### src/rtl/decode_stage.sv
// rtl/decode_stage.sv - Registered RV64I ALU decode stage with valid/ready in and out.
// Optional DECODE_SKID_BUF_EN: registered instr_ready_o backed by a one-entry skid buffer.
module decode_stage #(
    parameter int XLEN = 64
) (
    input  logic            clk,
    input  logic            reset,
    input  logic            instr_valid_i,
    output logic            instr_ready_o,
    input  logic [31:0]     instr_i,
    input  logic [XLEN-1:0] pc_i,
    output logic [4:0]      rs1_addr_o,
    output logic [4:0]      rs2_addr_o,
    input  logic [XLEN-1:0] rs1_data_i,
    input  logic [XLEN-1:0] rs2_data_i,
    input  logic            flush_i,
    output logic            ex_valid_o,
    input  logic            ex_ready_i,
    output logic [XLEN-1:0] opr_a_o,
    output logic [XLEN-1:0] opr_b_o,
    output logic [3:0]      alu_func_o,
    output logic [4:0]      rd_addr_o,
    output logic            rd_wr_en_o,
    output logic            illegal_o
);
    localparam logic [3:0] OP_ADD  = 4'd0;
    localparam logic [3:0] OP_SUB  = 4'd1;
    localparam logic [3:0] OP_SLL  = 4'd2;
    localparam logic [3:0] OP_SLT  = 4'd3;
    localparam logic [3:0] OP_SLTU = 4'd4;
    localparam logic [3:0] OP_XOR  = 4'd5;
    localparam logic [3:0] OP_SRL  = 4'd6;
    localparam logic [3:0] OP_SRA  = 4'd7;
    localparam logic [3:0] OP_OR   = 4'd8;
    localparam logic [3:0] OP_AND  = 4'd9;

    typedef struct packed {
        logic [XLEN-1:0] opr_a;
        logic [XLEN-1:0] opr_b;
        logic [3:0]      func;
        logic [4:0]      rd;
        logic            wr_en;
        logic            illegal;
    } bundle_t;

    localparam bundle_t BUNDLE_RST = '{opr_a: '0, opr_b: '0, func: OP_ADD, rd: '0, wr_en: 1'b0, illegal: 1'b0};

    function automatic logic [3:0] f3_op(input logic [2:0] f3);
        case (f3)
            3'b000:  f3_op = OP_ADD;
            3'b001:  f3_op = OP_SLL;
            3'b010:  f3_op = OP_SLT;
            3'b011:  f3_op = OP_SLTU;
            3'b100:  f3_op = OP_XOR;
            3'b101:  f3_op = OP_SRL;
            3'b110:  f3_op = OP_OR;
            default: f3_op = OP_AND;
        endcase
    endfunction

    bundle_t         dec;
    bundle_t         out_q, out_d;
    logic            ex_valid_q, ex_valid_d;
    logic            accept;
    logic            legal;
    logic [2:0]      f3;
    logic [6:0]      f7;
    logic [XLEN-1:0] imm_u;

    assign rs1_addr_o = instr_i[19:15];
    assign rs2_addr_o = instr_i[24:20];
    assign f3         = instr_i[14:12];
    assign f7         = instr_i[31:25];
    assign imm_u      = {{(XLEN-32){instr_i[31]}}, instr_i[31:12], 12'h000};

    always_comb begin
        legal     = 1'b1;
        dec       = BUNDLE_RST;
        dec.rd    = instr_i[11:7];
        case (instr_i[6:0])
            7'b0110011: begin
                dec.opr_a = rs1_data_i;
                dec.opr_b = rs2_data_i;
                dec.func  = f3_op(f3);
                if (f7 == 7'b0100000 && f3 == 3'b000)      dec.func = OP_SUB;
                else if (f7 == 7'b0100000 && f3 == 3'b101) dec.func = OP_SRA;
                else if (f7 != 7'b0000000)                 legal = 1'b0;
            end
            7'b0010011: begin
                dec.opr_a = rs1_data_i;
                dec.opr_b = {{(XLEN-12){instr_i[31]}}, instr_i[31:20]};
                dec.func  = f3_op(f3);
                // Shift immediates reuse imm[11:6] as a funct field; only shamt is the operand.
                if (f3 == 3'b001 || f3 == 3'b101) begin
                    dec.opr_b = {{(XLEN-6){1'b0}}, instr_i[25:20]};
                    if (instr_i[31:26] == 6'b010000 && f3 == 3'b101) dec.func = OP_SRA;
                    else if (instr_i[31:26] != 6'b000000)            legal = 1'b0;
                end
            end
            7'b0110111: dec.opr_b = imm_u;
            7'b0010111: begin
                dec.opr_a = pc_i;
                dec.opr_b = imm_u;
            end
            default: legal = 1'b0;
        endcase
        if (!legal) begin
            dec.opr_a = '0;
            dec.opr_b = '0;
            dec.func  = OP_ADD;
        end
        dec.illegal = !legal;
        dec.wr_en   = legal && (instr_i[11:7] != 5'd0);
    end

`ifdef DECODE_SKID_BUF_EN
    bundle_t skid_q, skid_d;
    logic    skid_valid_q, skid_valid_d;
    logic    ready_q, ready_d;

    assign instr_ready_o = ready_q || flush_i;
    assign accept        = instr_valid_i && ready_q && !flush_i;

    always_comb begin
        out_d        = out_q;
        ex_valid_d   = ex_valid_q;
        skid_d       = skid_q;
        skid_valid_d = skid_valid_q;
        if (flush_i) begin
            ex_valid_d   = 1'b0;
            skid_valid_d = 1'b0;
        end else if (skid_valid_q) begin
            if (ex_ready_i) begin
                out_d        = skid_q;
                ex_valid_d   = 1'b1;
                skid_valid_d = 1'b0;
            end
        end else if (accept) begin
            if (!ex_valid_q || ex_ready_i) begin
                out_d      = dec;
                ex_valid_d = 1'b1;
            end else begin
                skid_d       = dec;
                skid_valid_d = 1'b1;
            end
        end else if (ex_valid_q && ex_ready_i) begin
            ex_valid_d = 1'b0;
        end
        ready_d = !skid_valid_d;
    end

    always_ff @(posedge clk or posedge reset) begin
        if (reset) begin
            skid_q       <= BUNDLE_RST;
            skid_valid_q <= 1'b0;
            ready_q      <= 1'b1;
        end else begin
            skid_q       <= skid_d;
            skid_valid_q <= skid_valid_d;
            ready_q      <= ready_d;
        end
    end
`else
    assign instr_ready_o = !ex_valid_q || ex_ready_i || flush_i;
    assign accept        = instr_valid_i && instr_ready_o && !flush_i;

    always_comb begin
        out_d      = out_q;
        ex_valid_d = ex_valid_q;
        if (flush_i) begin
            ex_valid_d = 1'b0;
        end else if (accept) begin
            out_d      = dec;
            ex_valid_d = 1'b1;
        end else if (ex_valid_q && ex_ready_i) begin
            ex_valid_d = 1'b0;
        end
    end
`endif

    always_ff @(posedge clk or posedge reset) begin
        if (reset) begin
            out_q      <= BUNDLE_RST;
            ex_valid_q <= 1'b0;
        end else begin
            out_q      <= out_d;
            ex_valid_q <= ex_valid_d;
        end
    end

    assign ex_valid_o = ex_valid_q;
    assign opr_a_o    = out_q.opr_a;
    assign opr_b_o    = out_q.opr_b;
    assign alu_func_o = out_q.func;
    assign rd_addr_o  = out_q.rd;
    assign rd_wr_en_o = out_q.wr_en;
    assign illegal_o  = out_q.illegal;
endmodule

### config.mk
export PLATFORM = sky130hd
export DESIGN_NAME = decode_stage
export DESIGN_NICKNAME = d
export VERILOG_FILES = /design/src/rtl/decode_stage.sv
export SDC_FILE = /design/constraint.sdc
export NUM_CORES = 1
export LEC_CHECK = 0
export CORE_AREA = 2 2 149 151
export CTS_CLUSTER_SIZE = 24
export DETAILED_ROUTE_END_ITERATION = 16
export DIE_AREA = 0 0 151 153
export GPL_TIMING_DRIVEN = 0
export PLACE_DENSITY_LB_ADDON = 0.08
export SYNTH_ARGS = -nofsm -noshare
export SYNTH_HDL_FRONTEND = slang
export SYNTH_SLANG_ARGS = --single-unit
### constraint.sdc
create_clock -name clk -period 7.15 [get_ports clk]
set_input_delay 1.7875 -clock clk [delete_from_list [all_inputs] [get_ports clk]]
set_output_delay 1.7875 -clock clk [all_outputs]
set_load 0.01 [all_outputs]
==> results.ini <==
[status]
outcome = completed

[floorplanning]
num_rows = 54
core_mm2 = 0.0215
dieHeight_um = 153
start_util = 0.297
boundaryPins = 380
die_area_mm2 = 0.0231
die_w_um = 151

[logic_synthesis]
synth_area_mm2 = 0.00637
synth.most_common_cell = dfrtp_1
ys_seq_elements = 140
async_flop_share = 1.00
yosysSeqAreaShare = 0.550
ys.flop_type = dfrtp_1
syn-num-nets = 903
synth_common_cells = 140 x dfrtp_1, 100 x nand2_1, 82 x a21oi_1
synth.top_cell.area_share = 0.550
synth_edf_count = 0
ys_warn_count = 0
synth_top_area_cell = dfrtp_1
postSynthCellCount = 674
synthTopCellsByArea = dfrtp_1 55%, a22oi_1 8.1%, a21oi_1 6.4%
syn_area_per_cell_um2 = 9.46
synth_cell_types = 40

[pwr]
pwr-share-seq = 0.391
p_leak_nw = 4.49
comb_power_share = 0.186
swShare = 0.251
total_power_w = 0.00220
vdd_drop_max_uv = 152
p_per_area_mw_per_mm2 = 198
power.switching_w = 0.000552
p_clk_frac = 0.423
intPower_w = 0.00165

[clock_tree]
htree_levels = 4
cts-buffers-inserted = 17
ctsResizeCount = 0
cts_setup_buffers = 0
clk_pin_slew_worst_paths_ps = 60
cts_root_buffer = clkbuf_16
cts_tree = yes
hold_buffers = 0
cts_max_path_buffers = 2
clock_latency_ps = 420
cts.sinks = 140

[routing]
vias = 6669
ant_nets = 0
drt-total-wl_um = 25600
drt-initial-drc-count = 311
wl_per_cell_um = 18.7
drc = 0
viasPerCell = 4.89
drtPass1Iterations = 4

[timing]
rsz0062_at_grt = no
clock.fmax_ghz = 0.203
fin_skew_ps = 4.90
layout_setup_ws_ps = 2220
slew_headroom = 0.550
hold_viol = 0
finalSetupViolCount = 0
tightestPinTransition_ps = 675
tns_ps = 0
post-route-period-util = 0.689
final_max_slew_viol_count = 0
finalCriticalPeriod_ps = 4930

[grt]
grt_pass1_wl_um = 38800
grt_overflow_total = 0
grt_antenna_before_repair = 2
grt_pass1_vias = 6797
grt_usage = 0.220
grt_start_max_net_pins = 72

[critical_path]
crit_path_cell_trace = clkdlybuf4s50_1 -> nand2b_1 -> or2_2 -> clkdlybuf4s50_1
critPathArrivalTime_ps = 3140
crit_path_end_kind = output pin
crit_path_max_fanout = 3
cpPeakStageDelay_ps = 480
critPathLaunchType = input port
crit_required_ps = 5360
critPathKind = in -> out
critPathSlowestCell = clkdlybuf4s50_1
crit_path_frequent_cell = clkdlybuf4s50_1

[finish]
drive_gt1_frac = 0.0656
nFillCells = 2082
area.growth.synth_to_final_pct = 74.8
fin_nets = 1299
design_area_mm2 = 0.0111
utilization = 0.519

[min_path]
hold_class = reg -> reg

[placement]
portBuffers = 376
dp_hpwl_um = 19100
place_area_mm2 = 0.0105
pre_cts_ws_ps = 2230
gp_congestion = 0.798

[run]
timing.max_cap.violations = 0

==> final timing paths <==
| kind | startpoint | to | slack [ps] | cells after the start |
|---|---|---|---|---|
| max | ex_ready_i | instr_ready_o | 2220 | 4 |
| min | opr_b_o[10] | opr_b_o[10] | 470 | 2 |
| max reg2reg | ex_valid_o | opr_a_o[0] | 4750 | 7 |
| min reg2reg | opr_b_o[10] | opr_b_o[10] | 470 | 2 |
| max in group asynchronous | reset | opr_b_o[51] | 4470 | 3 |
| min in group asynchronous | reset | opr_a_o[30] | 1860 | 2 |
==> final cells by class <==
type                       instances  area, µm²  area share
clock buffer                      20        457      0.0410
timing repair buffer             377       3790       0.340
sequential                       140       3500       0.314
inverter                           4       20.0     0.00180
multi-input combinational        458       2460       0.221
clock inverter                    12        161      0.0145
tap                              280        350      0.0314
buffer                            72        390      0.0350
antenna                            2       5.00    0.000449
==> registers in the layout, summed over array words and instances, names as in the netlist <==
| signal | cells |
|---|---|
| opr_a_o | 64 |
| opr_b_o | 64 |
| rd_addr_o | 5 |
| alu_func_o | 4 |
| ex_valid_o | 1 |
| illegal_o | 1 |
| rd_wr_en_o | 1 |
==> metrics by stage <==
stage / hold slack [ps] / instances
CTS: 478 / 1363
floorplan: 514 / 674
detailed placement: 464 / 1331
finish: 474 / 1365
global route: 493 / 1364
global placement: 459 / 1330
==> critical path: cells and delay by family <==
| family | cells | cell delay [ps] |
|---|---|---|
| buf+inv | 2 | 870 |
| simple gates | 2 | 480 |
==> per-layer routing <==
layer,GRT usage,share of wire,vias up
met3,0.0722,0.082,24
met1,0.272,0.41,3222
met5,0,0,-
met2,0.367,0.49,235
met4,0.0579,0.016,0
li1,-,-,3188
==> cells in the final DEF, fill, tap and decap left out, drive strengths merged, types with 3 or more instances in the layout <==
cell type        n
a21oi           82
a221oi          19
bufinv           3
nor2            58
a22oi           69
nand2          100
dfrtp          140
mux2i            6
clkdlybuf4s50  376
clkinvlp         3
clkinv           4
inv              6
buf             36
nor2b            4
nor3            56
o21ai           36
nand2b           5
clkbuf          57
==> power by group through the flow <==
stage / sequential (W) / clock, W / combinational (W)
after floorplan: 0.000897 / 0 / 0.000116
after global placement: 0.000874 / 0 / 0.000410
after detailed placement: 0.000875 / 0 / 0.000413
after CTS: 0.000861 / 0.000954 / 0.000416
after global routing: 0.000866 / 0.000991 / 0.000443
final: 0.000861 / 0.000932 / 0.000409
==> kinds of logic after synthesis <==
kind of cell           count (synthesis)  synth area share
AO/OA/AOI/OAI                        216             0.215
XOR/XNOR                               2           0.00275
buffers and inverters                 76            0.0636
flip-flops                           140             0.550
AND/OR/NAND/NOR                      233             0.158
multiplexers                           7            0.0112
Power figures use the tool's default switching activity.
